`config.mk`:
```
export PLATFORM = sky130hd
export DESIGN_NAME = fp_accumulator_flat
export DESIGN_NICKNAME = d
export VERILOG_FILES = /design/src/rtl/fp_acc_pkg.sv /design/src/rtl/fp_accumulator_if.sv /design/src/rtl/floating_point_adder.sv /design/src/rtl/fp_accumulator.sv /design/src/flat_wrapper.sv
export SDC_FILE = /design/constraint.sdc
export NUM_CORES = 1
export LEC_CHECK = 0
export ABC_AREA = 0
export CELL_PAD_IN_SITES_DETAIL_PLACEMENT = 1
export CELL_PAD_IN_SITES_GLOBAL_PLACEMENT = 2
export CORE_AREA = 2 2 151 213
export CTS_CLUSTER_DIAMETER = 60
export DETAILED_ROUTE_END_ITERATION = 16
export DIE_AREA = 0 0 153 215
export PLACE_DENSITY_LB_ADDON = 0.1
export SYNTH_ARGS = -nofsm -noshare
export SYNTH_HDL_FRONTEND = slang
export SYNTH_SLANG_ARGS = --single-unit
export TNS_END_PERCENT = 20
```
`constraint.sdc`:
```
create_clock -name clk -period 27.6 [get_ports clk]
set_clock_uncertainty 0.15 [all_clocks]
set_input_delay 6.9 -clock clk [delete_from_list [all_inputs] [get_ports clk]]
set_output_delay 6.9 -clock clk [all_outputs]
set_load 0.02 [all_outputs]
```
`src/rtl/fp_acc_pkg.sv`:
```
// Shared types and constants for the FP accumulator slice.
package fp_acc_pkg;
  localparam int MAX_LEN = 256;
  localparam int CNT_W   = $clog2(MAX_LEN + 1);

  typedef enum logic [1:0] {
    IDLE  = 2'b00,
    ACCUM = 2'b01,
    DONE  = 2'b10
  } state_t;

  localparam logic [31:0] FP_POS_ZERO = 32'h0000_0000;
  localparam logic [31:0] FP_QNAN     = 32'h7FC0_0000;
  localparam logic [7:0]  FP_EXP_ONES = 8'hFF;
endpackage

```
`src/rtl/fp_accumulator_if.sv`:
```
// Control, streaming-input and result bundle of the accumulator.
// master = requester side, slave = accumulator side.
interface fp_accumulator_if;
  import fp_acc_pkg::*;

  logic             start;
  logic [CNT_W-1:0] len;
  logic             in_valid;
  logic             in_ready;
  logic [31:0]      in_data;
  logic             out_valid;
  logic             out_ready;
  logic [31:0]      acc_out;
  logic             busy;
  logic             overflow;
  logic             special_seen;

  modport master (
    output start, len, in_valid, in_data, out_ready,
    input  in_ready, out_valid, acc_out, busy, overflow, special_seen
  );

  modport slave (
    input  start, len, in_valid, in_data, out_ready,
    output in_ready, out_valid, acc_out, busy, overflow, special_seen
  );
endinterface

```
`src/rtl/floating_point_adder.sv`:
```
// Combinational IEEE-754 single adder: truncating, subnormals flushed to zero.
// Zero latency; no flow control. overflow flags a finite sum rounding out to Inf.
module floating_point_adder (
  input  logic [31:0] a,
  input  logic [31:0] b,
  output logic [31:0] sum,
  output logic        overflow,
  output logic        cout
);
  logic [31:0] big, sml;
  logic [23:0] mb, ms;
  logic [7:0]  diff;
  logic [26:0] ms_al;
  logic [27:0] s, norm;
  logic [4:0]  lead, sh;
  logic [9:0]  exp_r;
  logic        a_nan, b_nan, a_ones, b_ones;

  always_comb begin
    sum      = 32'h0;
    overflow = 1'b0;
    lead     = 5'd0;
    norm     = '0;
    exp_r    = '0;
    // Magnitude ordering of IEEE values matches unsigned ordering of bits 30:0.
    if (a[30:0] >= b[30:0]) begin
      big = a;
      sml = b;
    end else begin
      big = b;
      sml = a;
    end
    mb    = (big[30:23] == 8'h00) ? 24'h0 : {1'b1, big[22:0]};
    ms    = (sml[30:23] == 8'h00) ? 24'h0 : {1'b1, sml[22:0]};
    diff  = big[30:23] - sml[30:23];
    ms_al = (diff > 8'd26) ? 27'h0 : ({ms, 3'b000} >> diff);
    if (big[31] == sml[31]) s = {1'b0, mb, 3'b000} + {1'b0, ms_al};
    else                    s = {1'b0, mb, 3'b000} - {1'b0, ms_al};
    cout = s[27];
    for (int i = 0; i < 27; i++) begin
      if (s[i]) lead = 5'(i);
    end
    sh = 5'd26 - lead;

    a_ones = (a[30:23] == 8'hFF);
    b_ones = (b[30:23] == 8'hFF);
    a_nan  = a_ones && (a[22:0] != 23'h0);
    b_nan  = b_ones && (b[22:0] != 23'h0);

    if (a_ones || b_ones) begin
      if (a_nan || b_nan || (a_ones && b_ones && (a[31] != b[31])))
        sum = 32'h7FC0_0000;
      else
        sum = {big[31], 8'hFF, 23'h0};
    end else if (s[27]) begin
      exp_r = {2'b00, big[30:23]} + 10'd1;
      if (exp_r >= 10'd255) begin
        sum      = {big[31], 8'hFF, 23'h0};
        overflow = 1'b1;
      end else begin
        sum = {big[31], exp_r[7:0], s[26:4]};
      end
    end else if (s != 28'h0) begin
      norm = s << sh;
      if ({2'b00, big[30:23]} > {5'b00000, sh}) begin
        exp_r = {2'b00, big[30:23]} - {5'b00000, sh};
        sum   = {big[31], exp_r[7:0], norm[25:3]};
      end
    end
  end
endmodule

```
`src/rtl/fp_accumulator.sv`:
```
// Burst FP accumulator around floating_point_adder; one element/cycle, result held until out_ready.
// Optional FP_ACC_SPECIAL_EN: flags Inf/NaN inputs and pins the total to quiet NaN after a NaN.
module fp_accumulator
  import fp_acc_pkg::*;
(
  input  logic              clk,
  input  logic              rst_n,
  fp_accumulator_if.slave   bus
);
  state_t           state_q, state_d;
  logic [CNT_W-1:0] count;
  logic [CNT_W-1:0] len_sat;
  logic [31:0]      acc_q, acc_nxt, add_sum;
  logic             ovf_q, add_ovf, add_cout_unused;
  logic             in_rdy, beat;

  assign len_sat = (bus.len > CNT_W'(MAX_LEN)) ? CNT_W'(MAX_LEN) : bus.len;
  assign beat    = bus.in_valid && in_rdy;

  floating_point_adder u_add (
    .a        (acc_q),
    .b        (bus.in_data),
    .sum      (add_sum),
    .overflow (add_ovf),
    .cout     (add_cout_unused)
  );

  always_comb begin
    state_d       = state_q;
    in_rdy        = 1'b0;
    bus.out_valid = 1'b0;
    bus.busy      = 1'b0;
    case (state_q)
      IDLE: begin
        if (bus.start) state_d = (len_sat == '0) ? DONE : ACCUM;
      end
      ACCUM: begin
        in_rdy   = 1'b1;
        bus.busy = 1'b1;
        if (beat && (count == CNT_W'(1))) state_d = DONE;
      end
      DONE: begin
        bus.out_valid = 1'b1;
        bus.busy      = 1'b1;
        if (bus.out_ready) state_d = IDLE;
      end
      default: state_d = IDLE;
    endcase
  end

  always_ff @(posedge clk or negedge rst_n) begin
    if (!rst_n) state_q <= IDLE;
    else        state_q <= state_d;
  end

`ifdef FP_ACC_SPECIAL_EN
  logic in_special, in_nan, nan_q, spc_q;

  assign in_special = (bus.in_data[30:23] == FP_EXP_ONES);
  assign in_nan     = in_special && (bus.in_data[22:0] != 23'h0);
  // Once a NaN has entered the burst the total stays canonical qNaN.
  assign acc_nxt    = (nan_q || in_nan) ? FP_QNAN : add_sum;

  always_ff @(posedge clk or negedge rst_n) begin
    if (!rst_n) begin
      nan_q <= 1'b0;
      spc_q <= 1'b0;
    end else if (state_q == IDLE && bus.start) begin
      nan_q <= 1'b0;
      spc_q <= 1'b0;
    end else if (beat) begin
      nan_q <= nan_q | in_nan;
      spc_q <= spc_q | in_special;
    end
  end

  assign bus.special_seen = spc_q;
`else
  assign acc_nxt          = add_sum;
  assign bus.special_seen = 1'b0;
`endif

  always_ff @(posedge clk or negedge rst_n) begin
    if (!rst_n) begin
      count <= '0;
      acc_q <= FP_POS_ZERO;
      ovf_q <= 1'b0;
    end else if (state_q == IDLE && bus.start) begin
      count <= len_sat;
      acc_q <= FP_POS_ZERO;
      ovf_q <= 1'b0;
    end else if (beat) begin
      count <= count - CNT_W'(1);
      acc_q <= acc_nxt;
      ovf_q <= ovf_q | add_ovf;
    end
  end

  assign bus.in_ready = in_rdy;
  assign bus.acc_out  = acc_q;
  assign bus.overflow = ovf_q;
endmodule

```
`src/flat_wrapper.sv`:
```
// flat-port wrapper written by rule: the top's interface ports become plain ports
module fp_accumulator_flat import fp_acc_pkg::*;
  (clk, rst_n, bus_start, bus_len, bus_in_valid, bus_in_data, bus_out_ready, bus_in_ready, bus_out_valid, bus_acc_out, bus_busy, bus_overflow, bus_special_seen);
  fp_accumulator_if bus_i ();
  input  logic clk;
  input  logic rst_n;
  input wire logic [$bits(bus_i.start)-1:0] bus_start;
  input wire logic [$bits(bus_i.len)-1:0] bus_len;
  input wire logic [$bits(bus_i.in_valid)-1:0] bus_in_valid;
  input wire logic [$bits(bus_i.in_data)-1:0] bus_in_data;
  input wire logic [$bits(bus_i.out_ready)-1:0] bus_out_ready;
  output wire logic [$bits(bus_i.in_ready)-1:0] bus_in_ready;
  output wire logic [$bits(bus_i.out_valid)-1:0] bus_out_valid;
  output wire logic [$bits(bus_i.acc_out)-1:0] bus_acc_out;
  output wire logic [$bits(bus_i.busy)-1:0] bus_busy;
  output wire logic [$bits(bus_i.overflow)-1:0] bus_overflow;
  output wire logic [$bits(bus_i.special_seen)-1:0] bus_special_seen;
  assign bus_i.start = bus_start;
  assign bus_i.len = bus_len;
  assign bus_i.in_valid = bus_in_valid;
  assign bus_i.in_data = bus_in_data;
  assign bus_i.out_ready = bus_out_ready;
  assign bus_in_ready = bus_i.in_ready;
  assign bus_out_valid = bus_i.out_valid;
  assign bus_acc_out = bus_i.acc_out;
  assign bus_busy = bus_i.busy;
  assign bus_overflow = bus_i.overflow;
  assign bus_special_seen = bus_i.special_seen;
  fp_accumulator u_core (.clk(clk), .rst_n(rst_n), .bus(bus_i));
endmodule
```
==> results.md, run 1 <==
- Skew-Pair Late Insertion Delay: 0.28 ns
- Number of sinks handled by clock tree synthesis: 44
- Number of buffers added on ports: 81
- Number of post-CTS setup repair buffers: 0
- R2R depth: 49
- Critical path capture point type: register
- Number of register bits inferred by synthesis: 44
- Number of CTS-inserted buffers: 5
- Post-synthesis to final-layout area growth: 10.87%
- Mean instance size in the synthesized netlist: 6.977 um2
- Post-synthesis cell type count: 99
- Vias per std cell: 6.475
- Hold_ws: 0.3612 ns
- Max Slew Vio Count: 0
- Placer's final routability congestion estimate: 0.9764
- Largest fanout of any net on the critical path: 57
- DP Cell Count: 2072
- Unrepaired setup endpoints after global routing: no
- Hold crit path type: register to register
- Final Cycle Share: 0.7587
- Total routing resource utilization after global routing: 0.3202
- Root buffer cell: clkbuf_16
- Hold-fix buffers at CTS: 0
- Final #Nets: 1828
- Via count of the first global-routing pass: 13620
- Fill cell count: 3974
- HPWL after detailed placement: 44300 um
- Detailed-route wire length: 54550 um
- Crit Path Class: input pin to register
- Overall via count from detail_route: 13470
- Most used flip-flop cell after synthesis: dfrtp_1
- Required time at the worst-slack endpoint: 27.64 ns
- I/O pin count: 83
- Worst slew slack as a fraction of its limit: 0.1749
- Core outline area: 31120 um2
- Die footprint: 32900 um2
- Cell count of the worst hold path: 2
- Layout Utilization: 0.4146
- Clock slew seen by the registers of the worst setup and hold paths: 0.06 ns
- Antenna violations before repair: 0
- Maximum capacitance violations: 0
- Post-Synthesis Cells: 1668
- Resize count post-CTS: 0
- Worst path most repeated cell: o21ai_0
- Number of rows in the core area: 77
- Min-Delay Startpoint: u_core.bus.overflow$_DFFE_PN0P_
- Area contributors post-synth: ha_1, dfrtp_1, nand2_1, mux2i_1, a21oi_1
- Die width: 153 um
- Final routed wire length divided by cell count: 26.23 um
- Setup-failing EPs final: 0
- Critical Path Max Stage Delay: 0.97 ns
- Maximum operating frequency: 47.75 MHz
- Setup crit start kind: input pin
- Total DRC errors in the routed layout: 0
- Yosys synthesis warning count: 0
- Overall overflow remaining after global route: 0
- Layout cells sized above 1: 0.07359
- Global-route wire length before repair: 83140 um
- Vertical die dimension: 215 um
- Hold Path Sink: u_core.bus.overflow$_DFFE_PN0P_
- Hold Vio Cnt, Final: 0
- Startpoint of the worst register-to-register path: u_core.bus.acc_out[23]$_DFFE_PN0P_
- Area of the mapped netlist: 11640 um2
- Initial cell density of the core: 0.3740
- Post-DRT Antenna Nets: 0
- R2R setup slack: 13.35 ns
- Status: finished clean
- Number of search-and-repair iterations in the first detailed-routing pass: 5
- Yosys top cell by area: ha_1
- CTS H-tree depth: 2
- Initial DRC count: 878
- N_diodes: 0
- Maximum number of pins on one net before global-route repair: 58
- Max Root-Sink Buffers: 2
- EDFF count, synth: 0
- Final min period: 20.94 ns
- Async set-or-reset flop fraction in the synthesized netlist: 1.000
- Synth top area share: 0.1032
- Actual transition at the worst max-transition pin: 1.234 ns
- Reg2Reg Capture Point: u_core.bus.acc_out[14]$_DFFE_PN0P_
- Final total negative setup slack: 0 ns
- Net count after synthesis: 1812
- Final cell count without fillers: 2080
- Slowest cell on the critical path: a41oi_4
- Portion of the post-synthesis area used by sequential elements: 0.09461
- Clock tree from TritonCTS: done
- Data arrival time of the critical path: 20.98 ns
## critical path: cells and delay by family
family | cells | cell delay [ns]
AO/OA/AOI/OAI | 21 | 5.19
adder cells (fa/ha/maj) | 5 | 1.55
buffers and inverters | 8 | 2.20
multiplexers | 2 | 0.97
AND/OR/NAND/NOR | 15 | 4.13
## placed cells by master (no fill, tap or decap), types with 22 or more instances in the layout
master / instances
a21o_1: 33
a21oi_1: 137
a31oi_1: 32
clkdlybuf4s50_1: 80
dfrtp_1: 44
ha_1: 95
inv_1: 111
mux2i_1: 78
nand2_1: 216
nand3_1: 55
nand4_1: 32
nor2_1: 123
nor2b_1: 22
nor3_1: 48
nor4_1: 24
o21ai_0: 106
xnor2_1: 27
## flip-flops by register name, summed over array words and instances (netlist names)
signal,cells
u_core.bus.acc_out,32
u_core.state_q,2
u_core.bus.overflow,1
u_core.count,9
## synthesized netlist by cell type (all sizes together) (7+ instances only)
master,instances
nor4,24
o221ai,16
clkbuf,60
nor3,49
dfrtp,44
or3,18
o31ai,11
buf,33
and2,15
nand3,56
a31oi,33
nand2,218
a211oi,15
a22oi,11
a21oi,140
o211ai,20
nor2b,22
and3,16
o21a,9
nand4,33
o21ai,114
mux4,20
a21o,33
ha,96
a22o,14
nand2b,16
or2,12
a211o,7
xnor2,30
nor2,124
o22ai,15
mux2,21
o21bai,12
xor2,13
inv,114
a221oi,7
mux2i,79
## layer usage
layer	part of all wire	vias up	wire length, um	global-route usage
met5	0	-	0	0
met4	0.049	0	2678	0.1327
li1	-	6224	-	-
met1	0.41	6668	22100	0.3923
met3	0.040	124	2200	0.01936
met2	0.51	453	27570	0.5795
## kinds of logic after synthesis
logic type,count (synthesis),synth area share
muxes,120,0.1273
buffers and inverters,207,0.07386
DFF,44,0.09461
xor gates and xnor gates,43,0.03430
adders and majority gates,98,0.1067
other,1,0.0003222
AOI/OAI and AO/OA,527,0.3039
and+or+nand+nor,628,0.2590
## cell type report
type,instances,area (um2),share of cell area
Inverter,114,430.4,0.03336
Sequential cell,44,1101,0.08534
Clock inverter,2,35.03,0.002715
Tap cell,395,494.2,0.03830
Multi-Input combinational cell,1417,9749,0.7556
Clock buffer,6,128.9,0.009988
Timing Repair Buffer,102,963.4,0.07467
## through the flow
| step | cell area [um2] | setup slack [ns] |
|---|---|---|
| floorplan | 11640 | 8.767 |
| global placement | 12740 | 6.893 |
| detailed placement | 12740 | 6.536 |
| CTS | 12900 | 6.726 |
| global route | 12900 | 5.515 |
| finish | 12900 | 6.659 |
## worst max path at each step
stage | slack, ns | from | end | depth (start not counted)
final | 6.66 | bus_in_data[23] | u_core.bus.acc_out[14]$_DFFE_PN0P_ | 51
after global routing | 5.52 | bus_in_data[23] | u_core.bus.acc_out[17]$_DFFE_PN0P_ | 51
after CTS | 6.73 | bus_in_data[23] | u_core.bus.acc_out[17]$_DFFE_PN0P_ | 51
after detailed placement | 6.54 | bus_in_data[23] | u_core.bus.acc_out[17]$_DFFE_PN0P_ | 51
after global placement | 6.89 | bus_in_data[23] | u_core.bus.acc_out[15]$_DFFE_PN0P_ | 47
after floorplan | 8.77 | bus_in_data[27] | u_core.bus.acc_out[10]$_DFFE_PN0P_ | 60
Power of run 1 is not shown: default switching activity piles up to over one toggle a cycle in this logic, so the estimate is an artifact.
==> run 2: changes to the inputs <==
--- a/config.mk
+++ b/config.mk
@@ -8,10 +8,10 @@
 export ABC_AREA = 0
 export CELL_PAD_IN_SITES_DETAIL_PLACEMENT = 1
 export CELL_PAD_IN_SITES_GLOBAL_PLACEMENT = 2
-export CORE_AREA = 2 2 151 213
+export CORE_AREA = 2 2 165 231
 export CTS_CLUSTER_DIAMETER = 60
 export DETAILED_ROUTE_END_ITERATION = 16
-export DIE_AREA = 0 0 153 215
+export DIE_AREA = 0 0 167 233
 export PLACE_DENSITY_LB_ADDON = 0.1
 export SYNTH_ARGS = -nofsm -noshare
 export SYNTH_HDL_FRONTEND = slang
==> constraint.sdc (replaced) <==
create_clock -name clk -period 18 [get_ports clk]
set_clock_uncertainty 0.15 [all_clocks]
set_input_delay 4.5 -clock clk [delete_from_list [all_inputs] [get_ports clk]]
set_output_delay 4.5 -clock clk [all_outputs]
set_load 0.02 [all_outputs]
==> run 2 against run 1 <==
Clock-buffer cell count is the same. First-iteration DRC count is 1.4% higher. Worst setup slack lost 5.4 ns. Global-route usage fell by 3.1 points. Non-clock buffer count rose by 11. Worst hold slack improved by 0.010 ns. Sequential share of layout area decreased by 0.13 points. Critical endpoint is now u_core.bus.acc_out[15]$_DFFE_PN0P_. Register-to-register slack worse by 7.8 ns. Flip-flop and latch count is the same. Cell count is 4.0% higher. Critical path depth shrank 2. Die area increased by 18%.
==> results.md, run 2 (same netlist as run 1, synthesis figures left out) <==
- Status: finished clean
- R2R setup slack: 5.52 ns
- Layout cells sized above 1: 0.08078
- Number of search-and-repair iterations in the first detailed-routing pass: 5
- Required time at the worst-slack endpoint: 18.02 ns
- Worst slew slack as a fraction of its limit: 0.3096
- Final setup slack of the worst path: 1.259 ns
- HPWL after detailed placement: 46970 um
- Skew-Pair Late Insertion Delay: 0.28 ns
- Reg2Reg Capture Point: u_core.bus.acc_out[15]$_DFFE_PN0P_
- Hold Vio Cnt, Final: 0
- Clock slew seen by the registers of the worst setup and hold paths: 0.06 ns
- Total DRC errors in the routed layout: 0
- CTS H-tree depth: 2
- Vias per std cell: 6.201
- Max FFs per register: 32
- Actual transition at the worst max-transition pin: 1.026 ns
- Min-Delay Startpoint: u_core.bus.overflow$_DFFE_PN0P_
- Detailed-route wire length: 57400 um
- Initial cell density of the core: 0.3175
- Overall via count from detail_route: 13410
- Number of sinks handled by clock tree synthesis: 44
- Maximum number of pins on one net before global-route repair: 56
- Core outline area: 36660 um2
- Setup crit start kind: input pin
- Final routed wire length divided by cell count: 26.54 um
- Overall overflow remaining after global route: 0
- Worst Setup Slack post-DPL: 0.8811 ns
- Placer's final routability congestion estimate: 0.9763
- Clock tree from TritonCTS: done
- Startpoint of the worst register-to-register path: u_core.bus.acc_out[4]$_DFFE_PN0P_
- Slowest cell on the critical path: ha_1
- Die footprint: 38910 um2
- Root buffer cell: clkbuf_16
- Number of buffers added on ports: 81
- Final total negative setup slack: 0 ns
- Vertical die dimension: 233 um
- Crit Path Class: input pin to register
- R2R depth: 48
- Data arrival time of the critical path: 16.76 ns
- Die width: 167 um
- Commonest non-fill, non-tap cell in the layout: nand2_1
- Max Slew Vio Count: 0
- Cell count of the worst hold path: 2
- Critical path capture point type: register
- Hold Path Sink: u_core.bus.overflow$_DFFE_PN0P_
- Final #Nets: 1839
- Global-route wire length before repair: 86800 um
- Hold crit path type: register to register
- Via count of the first global-routing pass: 13740
- Worst path most repeated cell: o21ai_0
- Final min period: 16.74 ns
- Post-DRT Antenna Nets: 0
- Maximum capacitance violations: 0
- Number of post-CTS setup repair buffers: 0
- Number of CTS-inserted buffers: 5
- Critical Path Max Stage Delay: 0.63 ns
- Total routing resource utilization after global routing: 0.2888
- Initial DRC count: 890
- Maximum operating frequency: 59.73 MHz
- N_diodes: 0
- Max Root-Sink Buffers: 2
- I/O pin count: 83
- Setup-failing EPs final: 0
- Post-synthesis to final-layout area growth: 12.59%
- Commonest cells after routing, fill and taps aside: nand2_1, a21oi_1, nor2_1
- Hold-fix buffers at CTS: 0
- Unrepaired setup endpoints after global routing: no
- Number of rows in the core area: 83
- Antenna violations before repair: 0
- Final Cycle Share: 0.9300
- Largest fanout of any net on the critical path: 30
## run 2: worst max path at each step
stage,startpoint,endpoint,slack (ns),depth (start not counted)
after detailed placement,bus_in_data[26],u_core.bus.acc_out[15]$_DFFE_PN0P_,0.88,49
final,bus_in_data[26],u_core.bus.acc_out[15]$_DFFE_PN0P_,1.26,49
after floorplan,bus_in_data[27],u_core.bus.acc_out[10]$_DFFE_PN0P_,1.57,60
after global routing,bus_in_data[26],u_core.bus.acc_out[17]$_DFFE_PN0P_,0.04,51
after CTS,bus_in_data[26],u_core.bus.acc_out[15]$_DFFE_PN0P_,1.14,49
after global placement,bus_in_data[26],u_core.bus.acc_out[15]$_DFFE_PN0P_,1.13,49
## run 2: per-layer routing
layer	share of wire	GRT usage	vias to the layer above
met1	0.42	0.3511	6737
met4	0.047	0.1142	0
met2	0.50	0.5276	339
met3	0.030	0.01922	100
met5	0	0	-
li1	-	-	6237
## run 2: final cells by class
type / count / area, um2
fill: 4644 / 23560
timing repair buffer: 113 / 1046
inverter: 114 / 430.4
sequential: 44 / 1101
tap: 467 / 584.3
clock buffer: 6 / 138.9
clock inverter: 2 / 38.79
multi-input combinational: 1417 / 9763
## run 2: through the flow
step                      hold WS [ns]  cell area [um2]  cells  utilization
after floorplan                 0.3527            11640   1668            -
after global placement          0.3427            12910   2155       0.3522
after detailed placement        0.3604            12910   2155       0.3522
after CTS                       0.3865            13090   2163       0.3570
after global routing            0.4188            13100   2163       0.3574
final                           0.3712            13100   2163       0.3574
## run 2: worst max-delay path: cells and delay by family
| kind | cells | cell delay [ns] |
|---|---|---|
| and+or+nand+nor | 10 | 2.97 |
| muxes | 2 | 0.52 |
| adders and majority gates | 5 | 1.59 |
| buffers and inverters | 6 | 1.39 |
| AOI/OAI and AO/OA | 25 | 5.61 |
| xor gates and xnor gates | 1 | 0.15 |
## run 2: timing repair
item	4_1_cts	5_1_grt
hold endpoints to repair	0	0
resized for setup	0	2
endpoints found under the setup margin	0	8
Power of run 2 is left out for the same reason.
